## config.mk

```make
export PLATFORM = sky130hd
export DESIGN_NAME = fetch_buffer
export DESIGN_NICKNAME = d
export VERILOG_FILES = /design/src/rtl/pipeline_pkg.sv /design/src/rtl/fetch_buffer_ram.sv /design/src/rtl/fetch_buffer.sv
export SDC_FILE = /design/constraint.sdc
export NUM_CORES = 1
export LEC_CHECK = 0
export CORE_UTILIZATION = 40
export DETAILED_ROUTE_END_ITERATION = 10
export MAX_ROUTING_LAYER = met4
export PLACE_DENSITY = 0.67
export SLEW_MARGIN = 20
export SYNTH_ARGS = -nofsm -noshare
export SYNTH_HDL_FRONTEND = slang
export SYNTH_SLANG_ARGS = --single-unit
```

## constraint.sdc

```tcl
create_clock -name CLK -period 2.71 [get_ports CLK]
set_input_delay 0.542 -clock CLK [delete_from_list [all_inputs] [get_ports CLK]]
set_output_delay 0.542 -clock CLK [all_outputs]
set_load 0.005 [all_outputs]
```

## src/rtl/pipeline_pkg.sv

```systemverilog
// Types and constants shared by the front-end pipeline blocks.
// fetch_entry_t is the {pc, instr} pair carried between fetch and decode.
package pipeline_pkg;

  localparam int unsigned XLEN      = 32;
  localparam logic [31:0] NOP_INSTR = 32'h0000_0013;

  typedef struct packed {
    logic [XLEN-1:0] pc;
    logic [XLEN-1:0] instr;
  } fetch_entry_t;

endpackage

```

## src/rtl/fetch_buffer_ram.sv

```systemverilog
// Fetch buffer storage: DEPTH entries, synchronous write, asynchronous read.
module fetch_buffer_ram
  import pipeline_pkg::*;
#(
  parameter  int unsigned DEPTH   = 4,
  parameter  type         entry_t = fetch_entry_t,
  localparam int unsigned AW      = (DEPTH > 1) ? $clog2(DEPTH) : 1
) (
  input  logic          clk,
  input  logic          we,
  input  logic [AW-1:0] waddr,
  input  entry_t        wdata,
  input  logic [AW-1:0] raddr,
  output entry_t        rdata
);

  entry_t mem [DEPTH];

  always_ff @(posedge clk) begin
    if (we) begin
      mem[waddr] <= wdata;
    end
  end

  assign rdata = mem[raddr];

endmodule

```

## src/rtl/fetch_buffer.sv

```systemverilog
// Fetch-to-decode FIFO of {pc, instr} pairs with flush and synchronous reset.
// Define FETCH_BUFFER_BYPASS_EN to forward a fetch straight to decode when empty.
module fetch_buffer
  import pipeline_pkg::*;
#(
  parameter  int unsigned DEPTH = 4,
  parameter  int unsigned XLEN  = pipeline_pkg::XLEN,
  localparam int unsigned AW    = $clog2(DEPTH),
  localparam int unsigned CW    = $clog2(DEPTH + 1)
) (
  input  logic            CLK,
  input  logic            rst,
  input  logic            flush,
  input  logic            in_valid,
  output logic            in_ready,
  input  logic [XLEN-1:0] in_pc,
  input  logic [XLEN-1:0] in_instr,
  output logic            out_valid,
  input  logic            out_ready,
  output logic [XLEN-1:0] out_pc,
  output logic [XLEN-1:0] out_instr,
  output logic [CW-1:0]   count
);

  typedef struct packed {
    logic [XLEN-1:0] pc;
    logic [XLEN-1:0] instr;
  } entry_t;

  logic [AW-1:0] wptr_q, wptr_d;
  logic [AW-1:0] rptr_q, rptr_d;
  logic [CW-1:0] count_q, count_d;

  logic   empty;
  logic   bypass;
  logic   push;
  logic   pop;
  entry_t wentry;
  entry_t head;

  assign empty    = (count_q == '0);
  assign in_ready = (count_q < CW'(DEPTH));

`ifdef FETCH_BUFFER_BYPASS_EN
  assign bypass = empty && in_valid && !flush;
`else
  assign bypass = 1'b0;
`endif

  // A bypassed pair that decode takes this cycle never enters storage.
  assign push = in_valid && in_ready && !(bypass && out_ready);
  assign pop  = !empty && out_ready;

  always_comb begin
    wptr_d  = wptr_q;
    rptr_d  = rptr_q;
    count_d = count_q;
    if (flush) begin
      wptr_d  = '0;
      rptr_d  = '0;
      count_d = '0;
    end else begin
      if (push) wptr_d = wptr_q + AW'(1);
      if (pop)  rptr_d = rptr_q + AW'(1);
      case ({push, pop})
        2'b10:   count_d = count_q + CW'(1);
        2'b01:   count_d = count_q - CW'(1);
        default: count_d = count_q;
      endcase
    end
  end

  always_ff @(posedge CLK) begin
    if (rst) begin
      wptr_q  <= '0;
      rptr_q  <= '0;
      count_q <= '0;
    end else begin
      wptr_q  <= wptr_d;
      rptr_q  <= rptr_d;
      count_q <= count_d;
    end
  end

  assign wentry.pc    = in_pc;
  assign wentry.instr = in_instr;

  fetch_buffer_ram #(
    .DEPTH   (DEPTH),
    .entry_t (entry_t)
  ) u_ram (
    .clk   (CLK),
    .we    (push && !flush && !rst),
    .waddr (wptr_q),
    .wdata (wentry),
    .raddr (rptr_q),
    .rdata (head)
  );

  always_comb begin
    out_valid = !empty;
    out_pc    = head.pc;
    out_instr = head.instr;
    if (bypass) begin
      out_valid = 1'b1;
      out_pc    = in_pc;
      out_instr = in_instr;
    end else if (empty) begin
      out_pc    = '0;
      out_instr = XLEN'(NOP_INSTR);
    end
  end

  assign count = count_q;

endmodule
```

### Word level (Yosys, flattened, before mapping)

Memories as Yosys holds them, arrays and structs flattened. A register that Yosys moved wholly into a read port is not among the register bits.
Cells that the tools add are included.

| word-level totals | value |
|---|---|
| register bits | 7 |
| memory bits (writable) | 256 |
| input bits | 69 |
| output and inout bits | 69 |
| logic and storage cells | 28 |
| memories | 1 |

Memory list:

| memory | depth | bits a word | rd ports | clocked after Yosys merged registers in | wr ports | RTL line | source |
|---|---|---|---|---|---|---|---|
| u_ram.mem | 4 | 64 | 1 | 1 | 1 | fetch_buffer_ram.sv:17 | `entry_t mem [DEPTH];` |

| operators by class | value |
|---|---|
| add/sub/neg operators | 4 |
| $lt $le $gt $ge | 1 |
| equal/unequal tests | 2 |
| muxes and demuxes | 7 |
| reductions and logical operators | 10 |

Operators by type and width:

| operator | count |
|---|---|
| 32-bit 2-to-1 mux | 2 |
| 3-bit case mux with 2 select lines | 1 |
| 2-bit by 1-bit adder with 2-bit output, second input constant | 2 |
| 1-bit logical AND | 4 |
| 2-bit 2-to-1 mux | 2 |
| 3-bit by 1-bit adder with 3-bit output, second input constant | 1 |
| 1-bit zero test | 3 |
| 3-bit zero test | 1 |
| 3-bit < comparator, second input constant | 1 |
| 3-bit by 1-bit subtractor with 3-bit output, second input constant | 1 |
| 2-bit by 1-bit equality test with 1-bit output, second input constant | 1 |
| 2-bit equality test, second input constant | 1 |
| 1-bit 2-to-1 mux | 2 |
| 2-bit nonzero test | 1 |
| 2-bit OR reduction | 1 |

### Depth between registers and ports, before layout

| logic depth | value |
|---|---|
| depth after elaboration | 6 |
| gate-level depth with buffers | 9 |
| mapped depth without buffers | 8 |

### Modules after synthesis

Synthesis repeated with hierarchy kept, for this count alone.

| unflattened totals | value |
|---|---|
| cells, all modules | 448 |
| area, all modules | 10137.2 sq um |

Modules (own cells, without submodules):

| module | times used | cells an instance | area each (sq um) | seq. area each (sq um) |
|---|---|---|---|---|
| fetch_buffer_ram | 1 | 338 | 9341.5 | 7687.4 |
| fetch_buffer | 1 | 110 | 795.8 | 140.1 |

### Worst setup path after synthesis

OpenSTA, ideal clock, no wires.

| path | value |
|---|---|
| path type | input-to-reg |
| start point | input port in_valid |
| end point | memory u_ram.mem[0][0] (netlist name), enable pin |
| setup time | 429 ps |
| arrival time | 2468 ps |
| required time | 2281 ps |
| path slack | -187 ps |
| stages on the path | 3 |
| path buffers | 1 |
| path through | nor2b_1 clkbuf_1 and3_1 |

| on the way | value |
|---|---|
| cells in the longest elaborated chain, start to end | 5 |

RTL lines:

| item | RTL line | source |
|---|---|---|
| from (decl) | fetch_buffer.sv:14 | `input logic in_valid,` |
| 1-bit logical AND | fetch_buffer.sv:51 | `assign push = in_valid && in_ready && !(bypass && out_ready);` |
| 1-bit logical AND (2 in series) | fetch_buffer.sv:93 | `.we (push && !flush && !rst),` |
| 1-bit 2-to-1 mux | fetch_buffer_ram.sv:20 | `if (we) begin` |
| 1-bit 2-to-1 mux (implied by the code) | fetch_buffer_ram.sv:21 | `mem[waddr] <= wdata;` |
| to (decl) | fetch_buffer_ram.sv:17 |  |

No other way between the ends.

==> impl_metrics.yaml <==
outcome:
  status: "complete, but fails checks"
  violations: "DRC, setup timing"
global_route:
  grt_max_degree: 48
  antenna_found_initial: 0
  grt.met3_usage: 0.0248
  grt_pass1_wl_um: 31200
  busiest_layer: "met2"
  grt_usage: 0.163
  gr-total-overflow: 0
  grt.met1_usage: 0.214
  grt_pass1_vias: 5530
  met2_usage: 0.272
timing:
  finalMaxSlewViolations: 0
  clock.fmax_mhz: 363
  relSlewSlack: 0.699
  tightestPinTransition_ps: 449
  hold_viol: 0
  min_period_over_period: 1.02
  fin_crit_ps: 2750
  rsz0062_at_grt: "yes"
  setup_viol: 3
  fin_skew_ps: 13.9
  fin_ws_ps: -42.8
clocking:
  root_buffer: "clkbuf_16"
  cts_buffers: 27
  cts.path.max_buffers: 3
  htree_levels: 1
  clk_pin_slew_worst_paths_ps: 60
  cts_tree: "built"
  clock_sinks: 265
  clkLatencyLatePin_ps: 520
  holdBufCountCts: 0
worst_setup_path:
  cp_max_fo: 6
  cp.required_ps: 2170
  end_kind: "primary output"
  worstPathArrival_ps: 2210
  critPathKind: "reg -> out"
  cp-start-kind: "register"
logic_synthesis:
  syn_nets: 535
  synth-seq-cells: 265
  synth_largest_area_cell: "edfxtp_1"
  synth_cell_types: 27
  synth_area_sq_um: 10200
  synth_area_leaders: "edfxtp_1, mux4_2, nor2b_1"
  ys_seq_area_frac: 0.771
  ys.warnings.count: 0
  postSynthCellCount: 460
  synth.avg_cell_area_sq_um: 22.2
  synth_top_area_share: 0.753
layout:
  antenna_cells: 0
  nets: 736
  area_growth_pct: 30.9
  final_common_cell: "edfxtp_1"
  drive_gt1_frac: 0.326
  stdcell_area_sq_um: 13400
  final_cell_mix: "edfxtp_1, clkdlybuf4s50_1, mux4_2"
  nFillCells: 2016
placed_design:
  place.gp.congestion: 0.740
  place_area_sq_um: 12100
  hpwl_um: 11500
  port_buffers: 137
  dp_slack_ps: 132
flow_run:
  maxCapViolations: 0
detailed_routing:
  vias: 5045
  route.detailed.drc: 1
  wirelength_um: 20400
  postRouteAntennaNets: 0
  first_pass_iters: 7
  routed_via_density: 5.00
  wl_per_cell_um: 20.2
  drt_iter0_drc: 240
power_and_ir_drop:
  ir_worst_vdd_mv: 0.542
  leakage_nw: 4.51
  power.density_nw_per_um2: 641
die:
  die_w_um: 162
  die_h_um: 162
  rows: 58
  io_pins: 138
  initial_core_util: 0.406
  core_area_sq_um: 25100
  die_area_sq_um: 26100
min_path:
  hold_class: "reg -> reg"
[cell usage after synthesis, drive strengths merged]
master,count
edfxtp,256
mux4,64
nor2b,47
and2b,15
buf,14
clkbuf,9
dfxtp,9
inv,9
nor2,8
ha,5
and3,4
or2,4
a21oi,3
xor2,3
o21ai,2
or3,2
fa,1
mux2i,1
nand2,1
nor3,1
o31ai,1
xnor2,1
[stage by stage]
step | utilization | setup TNS [ps] | cells | hold WS, ps | total power [mW]
after floorplan | - | 0 | 460 | 459 | 4.83
after global routing | 0.532 | -1130 | 1010 | 526 | 8.84
after detailed placement | 0.481 | 0 | 920 | 496 | 5.15
after CTS | 0.534 | -1110 | 1004 | 507 | 8.66
final | 0.532 | -125 | 1010 | 509 | 8.57
after global placement | 0.481 | 0 | 920 | 458 | 5.14
[worst max-delay path, cell delays in order (launching register included)]
cell	delay (ps)
dfxtp_4	380
buf_6	110
buf_12	120
buf_16	120
buf_12	100
buf_4	100
mux4_2	480
nor2b_1	140
buf_2	130
[where the power goes]
part / switching [mW] / internal, mW
sequential: 0.0143 / 4.54
combinational: 0.233 / 0.302
clock: 1.46 / 2.02
total: 1.71 / 6.86
[logic make-up after synthesis]
| group | Yosys count | share of synthesized area |
|---|---|---|
| compound gates | 6 | 0.00319 |
| flops | 265 | 0.771 |
| mux | 65 | 0.142 |
| simple gates | 82 | 0.0503 |
| buf+inv | 32 | 0.0216 |
| xor+xnor | 4 | 0.00343 |
| fa+ha+maj | 6 | 0.00809 |
[state kept, by name (all words and copies together) (netlist names), named ones only]
register,count
u_ram.mem,256
count,3
rptr_q,2
wptr_q,2
[per-layer routing]
metal  vias up  routed length [um]
li1       2263                   -
met1      2606                8830
met2       143               10200
met3        33                 947
met4         0                 382
met5         -                   0
[cell type report]
| class | count | area, sq um | share of cell area |
|---|---|---|---|
| Clock buffer | 32 | 694 | 0.0520 |
| Clock inverter | 16 | 141 | 0.0106 |
| Inverter | 9 | 33.8 | 0.00253 |
| Multi-Input combinational cell | 163 | 2210 | 0.165 |
| Sequential cell | 265 | 7880 | 0.590 |
| Tap cell | 330 | 413 | 0.0309 |
| Timing Repair Buffer | 195 | 1990 | 0.149 |
[final timing paths]
| kind | startpoint | end | slack (ps) | cells after the start |
|---|---|---|---|---|
| worst max-delay path | register | out_instr[19] | -40 | 8 |
| worst min-delay path | rptr_q[1] | register | 510 | 2 |
| worst max register to register | count[2] | count[2] | 670 | 8 |
| worst min register to register | rptr_q[1] | register | 510 | 2 |
[repair_timing]
item | CTS | global route
endpoints found under the setup margin | 64 | 51
pin swaps | 1 | 2
resized for setup | 157 | 57
cloned | 7 | 0
buffers inserted | 29 | 8
(Power assumes the default switching activity.)
